==> src/rtl/uart_pkg.sv <==
// uart_pkg: shared state encoding, line levels and parity helper for the UART TX path.
// Contents: state_e (IDLE, START, DATA, PARITY, STOP), LINE_IDLE/START_BIT/STOP_BIT levels,
//           MAX_DW (widest supported data word), par_calc(data, par_type).
package uart_pkg;
   typedef enum logic [2:0] {IDLE, START, DATA, PARITY, STOP} state_e;
   localparam logic LINE_IDLE = 1'b1;
   localparam logic START_BIT = 1'b0;
   localparam logic STOP_BIT  = 1'b1;
   localparam int   MAX_DW    = 9;
   // Data is zero-extended to MAX_DW; extra zeros leave the XOR unchanged.
   // par_type=0 gives even (XOR), par_type=1 gives odd (XNOR).
   function automatic logic par_calc(input logic [MAX_DW-1:0] data, input logic par_type);
      return (^data) ^ par_type;
   endfunction
endpackage

==> src/rtl/uart_baud_cnt.sv <==
// uart_baud_cnt: bit-period counter, pulses bit_tick_o on the last cycle of each serial bit.
// Ports: clk, rst (sync active-high), en_i (0 clears the count), bit_tick_o.
module uart_baud_cnt
   import uart_pkg::*;
#(
   parameter int CLKS_PER_BIT = 16
) (
   input  logic clk,
   input  logic rst,
   input  logic en_i,
   output logic bit_tick_o
);
   localparam int CW = (CLKS_PER_BIT > 1) ? $clog2(CLKS_PER_BIT) : 1;
   logic [CW-1:0] cnt_q, cnt_d;
   assign bit_tick_o = en_i && (cnt_q == CW'(CLKS_PER_BIT - 1));
   always_comb cnt_d = (!en_i || bit_tick_o) ? '0 : cnt_q + 1'b1;
   always_ff @(posedge clk) cnt_q <= rst ? '0 : cnt_d;
endmodule

==> src/rtl/uart_tx_ctrl.sv <==
// uart_tx_ctrl: UART transmit frame sequencer (start, data LSB first, optional parity, stop).
// Ports: clk, rst (sync active-high); tx_valid_i/tx_data_i/tx_ready_o accept handshake;
//        par_en_i, par_type_i (0 even, 1 odd) parity control; tx_out_o serial line (idle high);
//        busy_o frame in progress. tx_out_o and busy_o are registered.
// Option: define UART_TX_TWO_STOP_EN for two stop bits.
module uart_tx_ctrl
   import uart_pkg::*;
#(
   parameter int DATA_WIDTH   = 8,
   parameter int CLKS_PER_BIT = 16
) (
   input  logic                  clk,
   input  logic                  rst,
   input  logic                  tx_valid_i,
   input  logic [DATA_WIDTH-1:0] tx_data_i,
   input  logic                  par_en_i,
   input  logic                  par_type_i,
   output logic                  tx_ready_o,
   output logic                  tx_out_o,
   output logic                  busy_o
);
   localparam int IW = $clog2(DATA_WIDTH);
   state_e                state_q, state_d;
   logic [IW-1:0]         idx_q, idx_d;
   logic [DATA_WIDTH-1:0] data_q, data_d;
   logic                  par_en_q, par_en_d, par_bit_q, par_bit_d;
   logic                  tx_out_d, bit_tick, accept;
`ifdef UART_TX_TWO_STOP_EN
   logic                  stop2_q, stop2_d;
`endif
   uart_baud_cnt #(.CLKS_PER_BIT(CLKS_PER_BIT)) u_baud (
      .clk        (clk),
      .rst        (rst),
      .en_i       (state_q != IDLE),
      .bit_tick_o (bit_tick)
   );
   assign tx_ready_o = (state_q == IDLE) && !rst;
   assign accept     = tx_valid_i && tx_ready_o;
   always_comb begin
      state_d   = state_q;
      idx_d     = idx_q;
      data_d    = data_q;
      par_en_d  = par_en_q;
      par_bit_d = par_bit_q;
`ifdef UART_TX_TWO_STOP_EN
      stop2_d   = stop2_q;
`endif
      case (state_q)
         IDLE: if (accept) begin
            data_d    = tx_data_i;
            par_en_d  = par_en_i;
            par_bit_d = par_calc(MAX_DW'(tx_data_i), par_type_i);
            state_d   = START;
         end
         START: if (bit_tick) begin
            state_d = DATA;
            idx_d   = '0;
         end
         DATA: if (bit_tick) begin
            idx_d = idx_q + 1'b1;
            if (idx_q == IW'(DATA_WIDTH - 1)) state_d = par_en_q ? PARITY : STOP;
         end
         PARITY: if (bit_tick) state_d = STOP;
         STOP: if (bit_tick) begin
`ifdef UART_TX_TWO_STOP_EN
            // First tick finishes stop bit one; the second ends the frame.
            stop2_d = !stop2_q;
            if (stop2_q) state_d = IDLE;
`else
            state_d = IDLE;
`endif
         end
         default: state_d = IDLE;
      endcase
      // Line level follows the next state so it lines up with the registered state.
      tx_out_d = (state_d == START)  ? START_BIT :
                 (state_d == DATA)   ? data_d[idx_d] :
                 (state_d == PARITY) ? par_bit_d :
                 (state_d == STOP)   ? STOP_BIT : LINE_IDLE;
   end
   always_ff @(posedge clk) begin
      if (rst) begin
         state_q   <= IDLE;
         idx_q     <= '0;
         data_q    <= '0;
         par_en_q  <= 1'b0;
         par_bit_q <= 1'b0;
         tx_out_o  <= LINE_IDLE;
         busy_o    <= 1'b0;
`ifdef UART_TX_TWO_STOP_EN
         stop2_q   <= 1'b0;
`endif
      end else begin
         state_q   <= state_d;
         idx_q     <= idx_d;
         data_q    <= data_d;
         par_en_q  <= par_en_d;
         par_bit_q <= par_bit_d;
         tx_out_o  <= tx_out_d;
         busy_o    <= (state_d != IDLE);
`ifdef UART_TX_TWO_STOP_EN
         stop2_q   <= stop2_d;
`endif
      end
   end
endmodule

==> config.mk <==
export PLATFORM = sky130hd
export DESIGN_NAME = uart_tx_ctrl
export DESIGN_NICKNAME = d
export VERILOG_FILES = /design/src/rtl/uart_pkg.sv /design/src/rtl/uart_baud_cnt.sv /design/src/rtl/uart_tx_ctrl.sv
export SDC_FILE = /design/constraint.sdc
export NUM_CORES = 1
export LEC_CHECK = 0
export CAP_MARGIN = 5
export CORE_MARGIN = 3
export CORE_UTILIZATION = 53
export CTS_CLUSTER_SIZE = 16
export DETAILED_ROUTE_END_ITERATION = 16
export PLACE_DENSITY = 0.78
export SLEW_MARGIN = 20
export SYNTH_ARGS = -nofsm -noshare
export SYNTH_HDL_FRONTEND = slang
export SYNTH_HIERARCHICAL = 1
export SYNTH_SLANG_ARGS = --single-unit
==> constraint.sdc <==
create_clock -name clk -period 4.1 [get_ports clk]
set_clock_uncertainty 0.2 [all_clocks]
set_input_delay 0.82 -clock clk [delete_from_list [all_inputs] [get_ports clk]]
set_output_delay 0.82 -clock clk [all_outputs]
set_load 0.005 [all_outputs]
-- Word level (Yosys, flattened, before mapping)
Cells that the tools add are included.
- flip-flop bits (word level): 22
- memory bits (writable): 0
- output and inout bits: 3
- bits in latches: 0
- bits in read-only memories: 0
- word-level logic and storage cells: 53
- input port bits: 13
- memories: 0
- $lt $le $gt $ge: 1
- multipliers: 0
- muxes and demuxes: 20
- reductions and logical operators: 12
- shifts and indexed selects: 0
- equal/unequal tests: 9
- divide/modulo/power cells: 0
- bitwise logic cells: 1
- add/sub/neg operators: 2
- operators by type and width (kind ; count):
    2-to-1 mux 3 bit ; 9
    2-to-1 mux 8 bit ; 2
    one-hot mux 3 bit (5 select lines) ; 1
    equality test 3 x 2 -> 1 bit (second input constant) ; 4
    XOR reduction 9 bit ; 1
    equality test 3 x 1 -> 1 bit (second input constant) ; 2
    equality test 3 bit (second input constant) ; 2
    2-to-1 mux 1 bit ; 6
    one-hot mux 3 bit (2 select lines) ; 1
    nonzero test 3 bit ; 2
    adder 4 x 1 -> 4 bit (second input constant) ; 1
    equality test 4 bit (second input constant) ; 1
    < comparator 3 x 4 -> 1 bit (second input constant) ; 1
    adder 3 x 1 -> 3 bit (second input constant) ; 1
    binary-select mux 1 bit (select 3 bit) ; 1
    logical AND 1 bit ; 3
    logical NOT 3 bit ; 1
    logical NOT 1 bit ; 2
    AND reduction 2 bit ; 1
    OR reduction 2 bit ; 1
    logical OR 1 bit ; 1
    bitwise XOR 1 bit ; 1

-- Logic depth before layout (Yosys ltp)
Gate-level depths: netlist of the first run.
- depth in word-level cells: 9
- mapped depth: 13
- gate-level depth less buffers: 12

-- Hierarchy
The synthesis of the first run kept the hierarchy.
- by module, submodules not included (module ; cells each ; times used ; area each (um^2)):
    uart_tx_ctrl ; 109 ; 1 ; 994.7
    uart_baud_cnt ; 17 ; 1 ; 157.7

-- Worst setup path after synthesis of the first run
No wires, ideal clock.
- kind: register -> register
- from: register state_q[0]
- to: register tx_out_o
- setup slack: 1.182 ns
- arrival: 2.644 ns
- stages on the path, launching flop included: 14
- period minus slack after synthesis: 2.918 ns
- cell sequence: dfxtp_1 -> buf_2 -> nor2_1 -> nand2_1 -> inv_1 -> nor2_1 -> inv_1 -> ha_1 -> nor3b_1 -> a21oi_1 -> o21ai_1 -> mux2_2 -> o2111a_1 -> a31oi_1
- elaborated cells between the ends (all ways): 31
- those cells by class: 7 x eq/ne; 19 x mux; 5 x reduce/logical
- RTL lines (item ; line ; RTL):
    start, declared ; uart_tx_ctrl.sv:23 ; state_e state_q, state_d;
    start signal, assigned ; uart_tx_ctrl.sv:94 ; state_q <= state_d;
    nonzero test 3 bit (*) ; uart_tx_ctrl.sv:34 ; .en_i (state_q != IDLE),
    logical AND 1 bit (*) ; uart_baud_cnt.sv:15 ; assign bit_tick_o = en_i && (cnt_q == CW'(CLKS_PER_BIT - 1));
    via bit_tick ; uart_tx_ctrl.sv:27 ; logic tx_out_d, bit_tick, accept;
    2-to-1 mux 3 bit (on tied branches) ; -- ;
    one-hot mux 3 bit (2 select lines) or one-hot mux 3 bit (5 select lines) (tied branches) ; uart_tx_ctrl.sv:48 ; case (state_q)
    binary-select mux 1 bit (select 3 bit) or equality test 3 x 2 -> 1 bit (tied branches) ; uart_tx_ctrl.sv:77, uart_tx_ctrl.sv:78 ;
    2-to-1 mux 1 bit (on tied branches) ; uart_tx_ctrl.sv:77, uart_tx_ctrl.sv:78 ;
    2-to-1 mux 1 bit ; uart_tx_ctrl.sv:77 ; (state_d == DATA) ? data_d[idx_d] :
    2-to-1 mux 1 bit (*) ; uart_tx_ctrl.sv:76 ; tx_out_d = (state_d == START) ? START_BIT :
    end signal, assigned ; uart_tx_ctrl.sv:99 ; tx_out_o <= tx_out_d;
    end, declared ; uart_tx_ctrl.sv:19 ; output logic tx_out_o,
The timed path passes the listed nets; every way through them passes the cells marked *. The select of a mux whose other input is x is not followed.
A chain may end at the register's enable or synchronous reset.

-- Final worst setup path of the first run
Ends and elaborated chain as after synthesis.

==> run_results.csv, run 1 <==
group,metric,value,unit
outcome,status,"completed",
layout,mostFrequentLayoutCell,"dfxtp_1",
worst_setup_path,required,4.14,ns
placement,io_buffer_count,15,
clock_tree,root_buffer,"clkbuf_4",
die,die_h,52.6,microns
yosys,synth_nets,143,
sta,finalCritPeriodShare,86.8,%
sta,setup_tns,0,ns
route,antenna_left,0,
route,drc,0,
die,initial_core_util,57.6,%
route,routed_wl,2220,microns
yosys,yosysWarnings,6,
route,firstDrtPassIters,4,
sta,min_period,3.56,ns
grt,grt_pass1_wl,3680,microns
placement,gp_congestion,0.796,
sta,final_max_slew_viol_count,0,
worst_setup_path,timing.rr.end,"tx_out_o",
clock_tree,cts.clk_slew.worst_paths,0.11,ns
sta,tightest_slew,0.539,ns
die,fp.coreArea,2000,sq um
layout,syn_to_final_growth,16.5,%
sta,hold_viol_final,0,
hold_path,whs_endpoint,"u_baud/cnt_q[0]",
grt,antenna_found_initial,0,
power_and_ir_drop,power_leakage,0.000505,uW
yosys,synth_edf_count,0,
clock_tree,cts.repair.resized,0,
power_and_ir_drop,power_density,291,nW/um^2
layout,layout_common_cells,"22 x dfxtp_1, 19 x nor2_1, 15 x clkdlybuf4s50_1",
placement,pre_cts_slack,0.601,ns
placement,hpwlAfterDp,1720,microns
layout,final_cell_area,1340,sq um
clock_tree,cts_tree,"done",
worst_setup_path,critPathKind,"reg2reg",
sta,holdWs,0.261,ns
die,die_area,2770,sq um
worst_setup_path,r2r_start,"state_q[0]",
clock_tree,cts.sinks,22,
layout,drive_above_1_share,7.80,%
yosys,synth.cell_area,1150,sq um
layout,antenna_cells,0,
placement,placed_area,1320,sq um
worst_setup_path,end_kind,"register",
worst_setup_path,critPathMaxFanout,11,
route,drt-initial-drc-count,17,
route,via_count,922,
route,routedWlPerCell,13.2,microns
grt,grt_pass1_vias,923,
clock_tree,htreeDepth,1,
die,fp.dieW,52.6,microns
job,drv_cap,0,
worst_setup_path,rr_worst_depth,12,
yosys,netlist_instances,126,
yosys,avgSynthCellArea,9.15,sq um
sta,setup_violations,0,
layout,nNetsFinal,160,
sta,fmax,281,MHz
hold_path,hp-start,"u_baud/cnt_q[0]",
hold_path,hold_depth,1,
route,viasPerCell,5.49,
yosys,synth_seq_cells,22,
clock_tree,clock_latency,0.30,ns
yosys,ys_seq_area_share,38.2,%
grt,grt_max_degree,15,
grt,overflow,0,
yosys,ys_async_sr_fraction,0,%
clock_tree,post_cts_buffers,0,
clock_tree,cts_made_buffers,3,
clock_tree,cts.path.max_buffers,2,
die,num_io_pins,16,
grt,grt_use_total,18.1,%
sta,fin_ws,0.541,ns
worst_setup_path,reg2reg_slack,0.54,ns
sta,rsz0062_at_grt,"false",
hold_path,hold_class,"reg2reg",
yosys,synth_flop_cell,"dfxtp_1",
power_and_ir_drop,worst_ir_drop_vdd,238,uV
sta,slew_headroom,63.8,%
clock_tree,hold_buffers,0,
worst_setup_path,worstPathArrival,3.59,ns
yosys,synth_cell_types,38,
die,num_rows,16,
worst_setup_path,cp-start-kind,"register",
[worst max path at each step]
stage,startpoint,to,slack [ns],depth (start not counted)
finish,state_q[0],tx_out_o,0.54,12
global route,state_q[0],tx_out_o,0.25,12
CTS,state_q[0],tx_out_o,0.56,12
detailed placement,state_q[0],tx_out_o,0.60,12
global placement,state_q[0],tx_out_o,0.65,12
floorplan,state_q[0],tx_out_o,1.18,13
[area by class of cell]
class	count	area [sq um]
sequential	22	440
inverter	7	26.3
clock buffer	3	22.5
fill	176	659
multi-input combinational	92	654
tap	27	33.8
timing repair buffer	17	165
[cell usage after synthesis (2+ instances only)]
master | instances | area (sq um)
o31ai_1 | 2 | 15.0
ha_1 | 4 | 50.1
dfxtp_1 | 22 | 440
a21oi_1 | 6 | 30.0
clkbuf_1 | 2 | 7.51
xnor2_1 | 6 | 52.6
o21ai_0 | 4 | 20.0
inv_1 | 7 | 26.3
nor2b_1 | 5 | 31.3
o21a_1 | 2 | 15.0
nor2_1 | 19 | 71.3
nand3_1 | 4 | 20.0
mux2_2 | 2 | 22.5
nand2_1 | 5 | 18.8
mux2i_1 | 12 | 120
xor2_1 | 2 | 17.5
[critical path, stage by stage (launching register included)]
cell and delay, ns:
dfxtp_1 0.55, nor2_1 0.16, nand2_1 0.14, inv_1 0.07
nor2_1 0.41, inv_1 0.12, ha_1 0.29, nor3b_1 0.21
a21oi_1 0.07, o21ai_1 0.44, mux2_2 0.41, o2111a_1 0.25
a31oi_1 0.17
[layer usage]
| metal | global-route usage (%) | vias up | wire (microns) |
|---|---|---|---|
| met3 | 2.28 | 7 | 81 |
| li1 | - | 467 | - |
| met2 | 32.2 | 24 | 1090 |
| met1 | 20.0 | 424 | 979 |
| met4 | 11.1 | 0 | 65 |
| met5 | 0 | - | 0 |
[where the power goes]
part | switching [uW] | total [uW] | internal [uW]
logic | 29.2 | 69.7 | 40.5
clock network | 60.5 | 94.8 | 34.3
registers | 4.55 | 227 | 222
total | 94.2 | 391 | 297
[cells by family (layout without fill, tap and decap cells)]
| group | after synthesis | after routing | share of synthesized area, % |
|---|---|---|---|
| mux | 14 | 14 | 12.4 |
| buf+inv | 12 | 27 | 4.99 |
| fa+ha+maj | 4 | 4 | 4.34 |
| simple gates | 44 | 44 | 20.4 |
| compound gates | 21 | 21 | 11.6 |
| flops | 22 | 22 | 38.2 |
| xor+xnor | 9 | 9 | 8.03 |
[per-stage QoR]
stage          util (%)  instances  total power (uW)
3_3_place_gp       65.9        165               300
2_1_floorplan         -        126               275
5_1_grt            67.1        168               409
3_5_place_dp       65.9        165               301
6_report           67.1        168               391
4_1_cts            67.1        168               397
[state kept, by name (all words and copies together), names as in the netlist]
name          count
u_baud/cnt_q      4
par_bit_q         1
tx_out_o          1
par_en_q          1
idx_q             3
state_q           3
busy_o            1
data_q            8
No activity file was read; power rests on OpenSTA's default activity.
==> run 2: changes to the inputs <==
--- a/config.mk
+++ b/config.mk
@@ -10,7 +10,7 @@
 export CORE_UTILIZATION = 53
 export CTS_CLUSTER_SIZE = 16
 export DETAILED_ROUTE_END_ITERATION = 16
-export PLACE_DENSITY = 0.78
+export PLACE_DENSITY = 0.79
 export SLEW_MARGIN = 20
 export SYNTH_ARGS = -nofsm -noshare
 export SYNTH_HDL_FRONTEND = slang
==> run 2 against run 1 <==
  * Combinational power shrank 1%
  * Critical path type unchanged
  * Cell count grew 0.60%
  * Critical endpoint unchanged
  * Largest power group unchanged
  * Non-clock buffer count is the same
  * Sequential cell count is the same
  * Critical path depth is the same
  * Largest cell class unchanged
==> run_results.csv, run 2 (synthesized netlist as in run 1, its figures left out) <==
group,metric,value,unit
sta,finalCritPeriodShare,87.7,%
power_and_ir_drop,power_leakage,0.000512,uW
worst_setup_path,cp-start-kind,"register",
clock_tree,hold_buffers,0,
power_and_ir_drop,worst_ir_drop_vdd,298,uV
route,drc,0,
die,die_h,52.6,microns
layout,drive_above_1_share,8.45,%
clock_tree,cts.repair.resized,0,
die,die_area,2770,sq um
power_and_ir_drop,p_sw_share,22.7,%
die,num_io_pins,16,
die,initial_core_util,57.6,%
placement,gp_congestion,0.893,
power_and_ir_drop,combPwrFrac,16.8,%
route,drt-initial-drc-count,7,
sta,fin_ws,0.502,ns
power_and_ir_drop,p_int,317,uW
clock_tree,cts.clk_slew.worst_paths,0.11,ns
worst_setup_path,required,4.13,ns
placement,io_buffer_count,15,
die,fp.coreArea,2000,sq um
layout,syn_to_final_growth,17.7,%
clock_tree,htreeDepth,1,
layout,largest_reg_flops,8,
sta,slew_headroom,57.8,%
grt,grt_use_total,17.4,%
worst_setup_path,end_kind,"register",
power_and_ir_drop,seqPwrFrac,55.2,%
sta,tightest_slew,0.630,ns
placement,hpwlAfterDp,1640,microns
sta,fmax,278,MHz
power_and_ir_drop,power_density,302,nW/um^2
layout,mostFrequentLayoutCell,"dfxtp_1",
job,drv_cap,0,
outcome,status,"completed",
route,routedWlPerCell,12.3,microns
hold_path,hold_class,"reg2reg",
route,firstDrtPassIters,4,
clock_tree,cts_made_buffers,3,
power_and_ir_drop,power_switching,93.3,uW
clock_tree,post_cts_buffers,0,
layout,layout_common_cells,"22 x dfxtp_1, 19 x nor2_1, 15 x clkdlybuf4s50_1",
route,via_count,920,
clock_tree,cts.path.max_buffers,2,
layout,filler_cell_count,171,
route,routed_wl,2090,microns
clock_tree,cts_tree,"done",
die,fp.dieW,52.6,microns
worst_setup_path,critPathMaxFanout,11,
layout,reg_top3,"data_q x8, u_baud/cnt_q x4",
worst_setup_path,reg2reg_slack,0.50,ns
route,antenna_left,0,
die,num_rows,16,
worst_setup_path,critPathKind,"reg2reg",
grt,antenna_found_initial,0,
placement,pre_cts_slack,0.512,ns
grt,grt_pass1_vias,856,
sta,hold_viol_final,0,
clock_tree,root_buffer,"clkbuf_4",
clock_tree,clock_latency,0.30,ns
grt,overflow,0,
sta,setup_violations,0,
route,viasPerCell,5.44,
worst_setup_path,worstPathArrival,3.63,ns
sta,setup_tns,0,ns
sta,rsz0062_at_grt,"false",
sta,min_period,3.60,ns
sta,final_max_slew_viol_count,0,
grt,grt_pass1_wl,3550,microns
clock_tree,cts.sinks,22,
grt,grt_max_degree,20,
power_and_ir_drop,clkPwrFrac,28.0,%
layout,antenna_cells,0,
layout,largest_register,"data_q",
layout,nNetsFinal,160,
run 2: stage by stage:
step | total power, uW | utilization [%] | std cells | hold WS [ns] | instance area, sq um
2_1_floorplan | 275 | - | 126 | 0.218 | 1150
3_3_place_gp | 299 | 65.9 | 165 | 0.231 | 1320
3_5_place_dp | 301 | 65.9 | 165 | 0.238 | 1320
4_1_cts | 416 | 67.8 | 169 | 0.262 | 1360
5_1_grt | 435 | 67.8 | 169 | 0.295 | 1360
6_report | 410 | 67.8 | 169 | 0.255 | 1360
run 2: layout make-up:
class,count,area (sq um),area share (%)
tap,27,33.8,2.49
sequential,22,440,32.5
timing repair buffer,17,165,12.2
clock buffer,4,36.3,2.68
inverter,7,26.3,1.94
multi-input combinational,92,654,48.2
run 2: critical path, stage by stage, from the launching register on:
cell	delay [ns]
dfxtp_1	0.56
nor2_1	0.16
nand2_1	0.15
inv_1	0.07
nor2_1	0.39
inv_1	0.12
ha_1	0.29
nor3b_1	0.21
a21oi_1	0.06
o21ai_1	0.50
mux2_2	0.41
o2111a_1	0.26
a31oi_1	0.16
run 2: metal layers:
| layer | vias up | global-route usage (%) | routed length [microns] |
|---|---|---|---|
| li1 | 465 | - | - |
| met1 | 430 | 20.9 | 985 |
| met2 | 19 | 28.9 | 974 |
| met3 | 6 | 3.70 | 80 |
| met4 | 0 | 8.94 | 46 |
| met5 | - | 0 | 0 |
run 2: worst paths after layout:
path	from	endpoint	depth (start not counted)
max	state_q[0]	tx_out_o	12
min	u_baud/cnt_q[0]	u_baud/cnt_q[0]	1
max reg2reg	state_q[0]	tx_out_o	12
min reg2reg	u_baud/cnt_q[0]	u_baud/cnt_q[0]	1
run 2: power groups by stage:
stage,clock [uW],sequential [uW],combinational (uW)
floorplan,0,229,46.2
global placement,0,231,68.3
detailed placement,0,231,69.2
CTS,119,226,69.7
global route,131,228,76.0
finish,115,226,68.9
==> run 3: changes to the inputs <==
--- a/config.mk
+++ b/config.mk
@@ -6,11 +6,14 @@
 export NUM_CORES = 1
 export LEC_CHECK = 0
 export CAP_MARGIN = 5
+export CELL_PAD_IN_SITES_DETAIL_PLACEMENT = 0
+export CELL_PAD_IN_SITES_GLOBAL_PLACEMENT = 1
 export CORE_MARGIN = 3
-export CORE_UTILIZATION = 53
+export CORE_UTILIZATION = 40
+export CTS_BUF_LIST = sky130_fd_sc_hd__clkbuf_4 sky130_fd_sc_hd__clkbuf_8
 export CTS_CLUSTER_SIZE = 16
 export DETAILED_ROUTE_END_ITERATION = 16
-export PLACE_DENSITY = 0.79
+export PLACE_DENSITY = 0.78
 export SLEW_MARGIN = 20
 export SYNTH_ARGS = -nofsm -noshare
 export SYNTH_HDL_FRONTEND = slang
==> run 3 against run 2 <==
  * Non-clock buffer count is the same
  * Final area increased by 0.28%
  * Routed wire length is 1.6% higher
  * Sequential power hardly changed
  * Via count shrank 3.3%
  * Critical path depth is the same
  * First-iteration DRC count grew to 5.9 times the previous value
  * Cell count increased by 1.8%
  * Highest routed layer unchanged
  * Worst setup slack gained 0.0091 ns
  * Largest cell class unchanged
==> run_results.csv, run 3 (synthesized netlist as in run 1, its figures left out) <==
group,metric,value,unit
outcome,status,"completed",
job,drv_cap,0,
route,drc,0,
sta,slew_headroom,62.4,%
layout,layout_common_cells,"22 x dfxtp_1, 19 x nor2_1, 15 x clkdlybuf4s50_1",
worst_setup_path,cp-start-kind,"register",
sta,fmax,279,MHz
layout,largest_register,"data_q",
placement,io_buffer_count,15,
sta,final_max_slew_viol_count,0,
layout,syn_to_final_growth,18.0,%
route,routed_wl,2120,microns
clock_tree,htreeDepth,1,
clock_tree,post_cts_buffers,0,
grt,overflow,0,
power_and_ir_drop,worst_ir_drop_vdd,228,uV
layout,antenna_cells,0,
sta,hold_viol_final,0,
layout,multi_input_area,654,sq um
grt,grt_pass1_wl,3620,microns
sta,finalCritPeriodShare,87.5,%
grt,grt_use_total,13.3,%
die,die_h,59.7,microns
power_and_ir_drop,power_leakage,0.000512,uW
worst_setup_path,required,4.14,ns
route,drt-initial-drc-count,41,
placement,gp_congestion,0.697,
layout,seq_area,440,sq um
grt,antenna_found_initial,0,
worst_setup_path,end_kind,"register",
layout,mostFrequentLayoutCell,"dfxtp_1",
clock_tree,cts.sinks,22,
worst_setup_path,worstPathArrival,3.63,ns
grt,grt_max_degree,21,
clock_tree,cts_made_buffers,3,
hold_path,hold_class,"reg2reg",
sta,setup_tns,0,ns
die,fp.coreArea,2610,sq um
route,routedWlPerCell,12.3,microns
sta,min_period,3.59,ns
route,firstDrtPassIters,4,
clock_tree,hold_buffers,0,
layout,filler_cell_count,254,
clock_tree,cts.path.max_buffers,2,
hold_path,hp-start,"u_baud/cnt_q[0]",
layout,utilization,52.1,%
clock_tree,cts_tree,"done",
die,initial_core_util,44.1,%
worst_setup_path,critPathKind,"reg2reg",
die,fp.dieW,59.7,microns
worst_setup_path,critPathMaxFanout,11,
clock_tree,root_buffer,"clkbuf_4",
worst_setup_path,r2r_start,"state_q[0]",
route,viasPerCell,5.17,
sta,setup_violations,0,
route,antenna_left,0,
layout,drive_above_1_share,8.45,%
sta,rsz0062_at_grt,"false",
die,num_io_pins,16,
clock_tree,cts.clk_slew.worst_paths,0.12,ns
clock_tree,clock_latency,0.30,ns
clock_tree,cts.repair.resized,0,
layout,reg_top3,"data_q x8, u_baud/cnt_q x4",
die,num_rows,18,
worst_setup_path,critPathLaunch,"state_q[0]",
layout,largest_reg_flops,8,
die,die_area,3560,sq um
layout,nNetsFinal,160,
sta,tightest_slew,0.561,ns
placement,hpwlAfterDp,1640,microns
route,via_count,890,
grt,grt_pass1_vias,857,
power_and_ir_drop,power_density,306,nW/um^2
## run 3: cell counts in the layout (fill, tap and decap cells not counted)
No cell type changed its count.
## run 3: routing by layer
metal / share of wire [%] / track usage, % / vias to the layer above
li1: - / - / 469
met5: 0 / 0 / -
met3: 2.5 / 1.94 / 2
met1: 51 / 17.6 / 409
met2: 46 / 21.5 / 10
met4: 0.71 / 5.70 / 0
## run 3: report_power, final
group | switching (uW) | internal (uW)
sequential | 4.29 | 222
clock | 66.1 | 54.2
combinational | 28.6 | 40.5
## run 3: through the flow
| step | power, uW | instances | worst slack [ns] | hold slack [ns] | instance area (sq um) |
|---|---|---|---|---|---|
| 2_1_floorplan | 275 | 126 | 1.18 | 0.218 | 1150 |
| 3_3_place_gp | 301 | 168 | 0.581 | 0.233 | 1320 |
| 3_5_place_dp | 301 | 168 | 0.595 | 0.243 | 1320 |
| 4_1_cts | 420 | 172 | 0.500 | 0.261 | 1360 |
| 5_1_grt | 437 | 172 | 0.249 | 0.296 | 1360 |
| 6_report | 416 | 172 | 0.511 | 0.261 | 1360 |
## run 3: final cells by class
| class | instances | share of cell area (%) |
|---|---|---|
| clock buffer | 4 | 2.67 |
| inverter | 7 | 1.93 |
| multi-input combinational | 92 | 48.1 |
| sequential | 22 | 32.4 |
| tap | 30 | 2.76 |
| timing repair buffer | 17 | 12.1 |
## run 3: worst max-delay path: stages (launching register included)
cell	delay, ns
dfxtp_1	0.56
nor2_1	0.16
nand2_1	0.15
inv_1	0.07
nor2_1	0.44
inv_1	0.13
ha_1	0.29
nor3b_1	0.18
a21oi_1	0.06
o21ai_1	0.46
mux2_2	0.41
o2111a_1	0.25
a31oi_1	0.17
## run 3: path summary, 6_finish.rpt
kind,endpoint,slack [ns],cells past startpoint
max,tx_out_o,0.51,12
min,u_baud/cnt_q[0],0.26,1
min reg2reg,u_baud/cnt_q[0],0.26,1
max reg2reg,tx_out_o,0.51,12
